<file path="src/rtl/branch_pc_unit.sv">
// Program-counter sequencer for the Mini SRC datapath.
// Applies INC, conditional BRANCH, JR and JAL under a valid/ready handshake.
module branch_pc_unit #(
    parameter int                 DATA_W   = 32,
    parameter int                 OFFSET_W = 19,
    parameter logic [DATA_W-1:0]  RESET_PC = '0
) (
    input  logic              clock,
    input  logic              clear,
    input  logic              op_valid,
    input  logic [1:0]        op_code,
    input  logic [DATA_W-1:0] ir,
    input  logic [DATA_W-1:0] bus_in,
    input  logic              cond_in,
    output logic              op_ready,
    output logic [DATA_W-1:0] pc_out,
    output logic [DATA_W-1:0] link_out,
    output logic              link_we,
    output logic              taken,
    output logic              done
);

    typedef enum logic [1:0] {
        IDLE = 2'd0,
        COND = 2'd1,
        DONE = 2'd2
    } state_t;

    localparam logic [1:0] OP_INC = 2'b00;
    localparam logic [1:0] OP_BR  = 2'b01;
    localparam logic [1:0] OP_JR  = 2'b10;
    localparam logic [1:0] OP_JAL = 2'b11;

    state_t              state;
    logic [OFFSET_W-1:0] offset_q;
    logic [DATA_W-1:0]   offset_sext;
    logic                unused_ir_bits;

    assign offset_sext = {{(DATA_W-OFFSET_W){offset_q[OFFSET_W-1]}}, offset_q};
    assign unused_ir_bits = ^ir[DATA_W-1:OFFSET_W];
    assign op_ready = (state == IDLE);

    // Only the branch needs its operand beyond the accept edge.
    always_ff @(posedge clock or posedge clear) begin
        if (clear) begin
            state    <= IDLE;
            pc_out   <= RESET_PC;
            link_out <= '0;
            link_we  <= 1'b0;
            taken    <= 1'b0;
            done     <= 1'b0;
            offset_q <= '0;
        end else begin
            done    <= 1'b0;
            link_we <= 1'b0;
            case (state)
                IDLE: begin
                    if (op_valid) begin
                        taken    <= 1'b0;
                        offset_q <= ir[OFFSET_W-1:0];
                        case (op_code)
                            OP_INC: begin
                                pc_out <= pc_out + DATA_W'(1);
                                state  <= DONE;
                                done   <= 1'b1;
                            end
                            OP_BR: begin
                                state <= COND;
                            end
                            OP_JR: begin
                                pc_out <= bus_in;
                                state  <= DONE;
                                done   <= 1'b1;
                            end
                            OP_JAL: begin
                                link_out <= pc_out;
                                pc_out   <= bus_in;
                                link_we  <= 1'b1;
                                state    <= DONE;
                                done     <= 1'b1;
                            end
                            default: state <= IDLE;
                        endcase
                    end
                end
                COND: begin
                    if (cond_in) begin
                        pc_out <= pc_out + offset_sext;
                        taken  <= 1'b1;
                    end
                    state <= DONE;
                    done  <= 1'b1;
                end
                DONE: begin
                    state <= IDLE;
                end
                default: begin
                    state <= IDLE;
                end
            endcase
        end
    end

endmodule

</file>
<file path="config.mk">
export PLATFORM = sky130hd
export DESIGN_NAME = branch_pc_unit
export DESIGN_NICKNAME = d
export VERILOG_FILES = /design/src/rtl/branch_pc_unit.sv
export SDC_FILE = /design/constraint.sdc
export NUM_CORES = 1
export LEC_CHECK = 0
export CORE_AREA = 3 3 114 116
export DETAILED_ROUTE_END_ITERATION = 10
export DIE_AREA = 0 0 117 119
export PLACE_DENSITY = 0.81
export REMOVE_ABC_BUFFERS = 1
export SLEW_MARGIN = 30
export SYNTH_ARGS = -nofsm -noshare
export SYNTH_HDL_FRONTEND = slang
export SYNTH_SLANG_ARGS = --single-unit
</file>
<file path="constraint.sdc">
create_clock -name clock -period 3.3 [get_ports clock]
set_input_delay 0.66 -clock clock [delete_from_list [all_inputs] [get_ports clock]]
set_output_delay 0.66 -clock clock [all_outputs]
set_load 0.05 [all_outputs]
</file>
# Word-level counts from Yosys, hierarchy flattened
# Cells that the tools add are included.
word_totals:
  register_bits: 88
  latchBits: 0
  mem_bits_rw: 0
  mem_bits_ro: 0
  out_inout_bits: 68
  elab_cells: 41
  memories: 0
op_classes:
  n_addsub: 2
  n_mul: 0
  div: 0
  magnitude_cmp: 0
  eq_ne: 7
  n_shift: 0
  n_mux: 16
  bitwise_logic: 0
  reduce_logical: 9
op_table:
  columns: ["cell", "n"]
  rows:
  - ["case mux 32 bit (2 select lines)", 2]
  - ["2-to-1 mux 32 bit", 2]
  - ["adder 32 x 1 -> 32 bit (second input constant)", 1]
  - ["adder 32 bit", 1]
  - ["case mux 2 bit (2 select lines)", 2]
  - ["2-to-1 mux 1 bit", 7]
  - ["AND reduction 3 bit", 2]
  - ["== test 2 x 1 -> 1 bit (second input constant)", 2]
  - ["== test 2 bit (second input constant)", 2]
  - ["logical NOT 2 bit", 2]
  - ["inequality test 2 bit (second input constant)", 2]
  - ["case mux 1 bit (2 select lines)", 2]
  - ["AND reduction 4 bit", 1]
  - ["inequality test 3 x 2 -> 1 bit (second input constant)", 1]
  - ["OR reduction 3 bit", 1]
  - ["2-to-1 mux 2 bit", 1]
  - ["AND reduction 2 bit", 1]
  - ["nonzero test 2 bit", 1]
  - ["OR reduction 2 bit", 1]

# Depth between registers and ports, before layout
# Gate-level depths: netlist (run 1).
depth:
  depth_word: 5
  ltp_mapped: 10
  mapped_depth_nobuf: 10

# Worst setup path after synthesis (run 1)
# Ideal clock, no wire load.
synth_timing:
  kind: "flip-flop to flip-flop"
  from: "reg pc_out[0]"
  to: "reg pc_out[30]"
  setup_ps: 132
  arrival_ps: 2811
  t_required_ps: 3168
  setup_slack_ps: 357
  stages_incl_launch_ff: 11
  period_less_slack_ps: 2943
  cell_sequence: "dfrtp_1 ha_1 fa_1 a21o_1 nand4_1 a211oi_1 nor2_1 o31ai_1 a211oi_1 o31ai_1 nand3_1"
synth_via:
  elab_chain_cells: 4
  word_cells_on_any_way: 6
  classes_between: "add/sub: 2; mux: 4"
synth_lines:
  columns: ["item", "line_no", "rtl"]
  rows:
  - ["start, declared", "16", "output logic [DATA_W-1:0] pc_out,"]
  - ["start signal, assigned", "63", "pc_out <= pc_out + DATA_W'(1);"]
  - ["start signal, assigned", "71", "pc_out <= bus_in;"]
  - ["start signal, assigned", "77", "pc_out <= bus_in;"]
  - ["adder 32 x 1 -> 32 bit", "63", null]
  - ["case mux 32 bit (2 select lines)", "61", "case (op_code)"]
  - ["2-to-1 mux 32 bit", "58", "if (op_valid) begin"]
  - ["case mux 32 bit (2 select lines) *", "56", "case (state)"]
# Mark *: on every way between the ends. The rest lies on a longest branch, timed or not. The select of a mux whose other input is x is not followed.
# A chain may end at the register's enable or synchronous reset.

# Worst setup path in the final report (run 1)
layout_timing:
  from: "reg pc_out[1]"
  to: "reg pc_out[18]"
# The elaborated chain is that of the path after synthesis.

==> flow_metrics.tcl, run 1 <==
set metrics [dict create \
    outcome "finished clean" \
    clockBufferDepth 2 \
    wl_met3_mm 1.22 \
    crit_required_ns 3.51 \
    fp.dieW_um 117 \
    die_h_um 119 \
    root_buffer "clkbuf_16" \
    postCtsHoldBufs 0 \
    die_area_mm2 0.0139 \
    rows 40 \
    cts_buffers 9 \
    final_nets 938 \
    grt_max_degree 58 \
    overflow 0 \
    postCtsResizedCells 0 \
    setup_violations 0 \
    skew_ns 0.00576 \
    rsz0062_at_grt "no" \
    h-tree-depth 3 \
    timing.rr.end "pc_out[18]" \
    synthesis.instances 709 \
    ir_worst_vdd_mv 0.520 \
    drcViolationCount 0 \
    min_period_over_period 0.893 \
    synth-edff-count 0 \
    crit_fanout 9 \
    postCtsSetupRepairBufs 0 \
    grt_pass1_wl_mm 31.4 \
    ys_seq_area_frac 0.352 \
    io_pins 138 \
    synth_flop_cell "dfrtp_1" \
    drtAntennaViolNets 0 \
    yosysMostFrequentCell "dfrtp_1" \
    syn_area_per_cell_um2 8.81 \
    clock_latency_ns 0.35 \
    power.density_mw_per_mm2 877 \
    hold_ws_ns 0.482 \
    fin_total_pwr_w 0.00706 \
    synthTopCellsByCount "dfrtp_1, nand2_1, o21ai_0" \
    wl_per_cell_um 19.9 \
    power_leakage_nw 3.36 \
    min_path_type "reg2reg" \
    maxSlewHeadroom 0.572 \
    synthDistinctLibCells 67 \
    grt_pass1_vias 6059 \
    synth_warnings 0 \
    vias 6056 \
    crit_path_end_kind "register" \
    drive_above_1_share 0.137 \
    start_util 0.520 \
    antennaDiodeCount 0 \
    vias_per_cell 6.15 \
    reg2regPathDepth 10 \
    port_buffers 124 \
    grt_use_total 0.286 \
    routed_wl_mm 19.6 \
    syn_to_final_growth_pct 28.8 \
    yosys.area.top_type_share 0.352 \
    drv_slew 0 \
    fmax_mhz 339 \
    netlist_area_mm2 0.00625 \
    dp_hpwl_mm 14.6 \
    yosysTopAreaCell "dfrtp_1" \
    cts_tree "built" \
    hold_viol_final 0 \
    route.met2.wl_mm 9.57 \
    fin_area_mm2 0.00805 \
    layout_min_cycle_time_ns 2.95 \
    gp_congestion 0.948 \
    endpoint "pc_out[18]" \
    postLayoutCoreUtil 0.670 \
    dr.first_iter.drc_count 500 \
    arrival_ns 3.15 \
    nFillCells 1010 \
    ys_ff_latch 88 \
    worst_slew_pin_slew_ns 0.640 \
    startpoint "pc_out[1]" \
    antenna_found_initial 0 \
    async_flop_share 1.00 \
    path_class "reg2reg" \
    cap_violations 0 \
    reg2reg_from "pc_out[1]" \
    reg2reg_setup_slack_ns 0.35 \
    clkSinkCount 88 \
    synth_top_cells_by_area "dfrtp_1, mux2_2, ha_1" \
    crit_path_start_kind "register" \
    top_layer "met4" \
    post_dp_cell_area_mm2 0.00775 \
    path_clk_slew_ns 0.06 \
    coreArea_mm2 0.0120 \
    first_pass_iters 5 \
    wl_met1_mm 8.43 \
]
-- cells by family (layout without fill, tap and decap cells) --
group	Yosys count	after routing	share of synthesized area
buffers and inverters	54	183	0.0340
adder cells (fa/ha/maj)	33	33	0.0673
AND/OR/NAND/NOR	228	228	0.186
multiplexers	55	55	0.0979
flip-flops	88	88	0.352
XOR/XNOR	35	35	0.0491
AO/OA/AOI/OAI	216	216	0.214
-- critical path, cell delays in order (launching register included) --
cell and delay (ns):
dfrtp_1 0.60, fa_1 0.33, a21o_1 0.19, nand4_1 0.19, a211oi_1 0.42, nor3b_1 0.10
buf_4 0.16, o21ai_1 0.21, a41oi_1 0.17, xnor2_1 0.27, o221ai_1 0.17
-- metal layers --
metal | global-route usage | up-vias
met4 | 0.0796 | 0
met3 | 0.0467 | 30
met2 | 0.476 | 248
met5 | 0 | -
li1 | - | 2854
met1 | 0.384 | 2924
-- metrics by stage --
stage          cells  TNS [ns]  worst slack [ns]
4_1_cts          985         0             0.404
3_5_place_dp     971         0             0.422
5_1_grt          985         0             0.196
6_report         985         0             0.353
2_1_floorplan    674     -2.69           -0.0960
3_3_place_gp     971         0             0.483
-- worst min path at each step --
stage            startpoint           end  cells past startpoint
3_5_place_dp   link_out[30]  link_out[30]                      2
6_report       link_out[30]  link_out[30]                      2
5_1_grt        link_out[27]  link_out[27]                      2
2_1_floorplan   offset_q[0]   offset_q[0]                      1
4_1_cts        link_out[30]  link_out[30]                      2
3_3_place_gp   link_out[30]  link_out[30]                      2
-- registers in the layout, summed over array words and instances (netlist names) --
name / flops
link_we: 1
taken: 1
done: 1
offset_q: 19
link_out: 32
state: 2
pc_out: 32
-- layout by cell type, fill, tap and decap left out, drive strengths merged, types with 3 or more instances in the layout --
master / count
and3: 10
nor2: 51
buf: 27
a22oi: 6
nor4: 8
a211oi: 9
mux2i: 6
nor3b: 4
dfrtp: 88
nand4: 11
nor3: 15
o221ai: 6
clkdlybuf4s50: 123
mux2: 49
o21ai: 68
inv: 19
a21oi: 56
xnor2: 15
a21o: 17
xor2: 20
and2: 6
nand3: 32
or4: 3
o211ai: 4
a31oi: 14
ha: 32
o31ai: 7
or3: 5
o21bai: 7
clkbuf: 10
nand2: 71
o21a: 5
-- power by group --
group | total (W) | internal [W] | switching (W)
logic | 0.00423 | 0.00159 | 0.00263
registers | 0.00179 | 0.00142 | 0.000371
clock network | 0.00105 | 0.000602 | 0.000444
total | 0.00706 | 0.00361 | 0.00345
-- area by class of cell --
type | count | area [µm²] | share of cell area
Sequential cell | 88 | 2200 | 0.274
Clock buffer | 10 | 239 | 0.0297
Timing Repair Buffer | 150 | 1460 | 0.181
Clock inverter | 4 | 53.8 | 0.00669
Tap cell | 147 | 184 | 0.0229
Multi-Input combinational cell | 567 | 3840 | 0.477
Inverter | 19 | 72.6 | 0.00902
Power figures use the tool's default switching activity.
==> inputs of run 2 (changes only) <==
--- a/config.mk
+++ b/config.mk
@@ -6,6 +6,7 @@
 export NUM_CORES = 1
 export LEC_CHECK = 0
 export CORE_AREA = 3 3 114 116
+export CTS_CLUSTER_DIAMETER = 30
 export DETAILED_ROUTE_END_ITERATION = 10
 export DIE_AREA = 0 0 117 119
 export PLACE_DENSITY = 0.81
==> results of run 2 <==
Final layout, timing and power as in run 1 (identical DEF).
==> inputs of run 3 (changes only) <==
--- a/config.mk
+++ b/config.mk
@@ -6,7 +6,7 @@
 export NUM_CORES = 1
 export LEC_CHECK = 0
 export CORE_AREA = 3 3 114 116
-export CTS_CLUSTER_DIAMETER = 30
+export CTS_CLUSTER_DIAMETER = 60
 export DETAILED_ROUTE_END_ITERATION = 10
 export DIE_AREA = 0 0 117 119
 export PLACE_DENSITY = 0.81
==> results of run 3 <==
Final layout, timing and power as in run 1 (identical DEF).
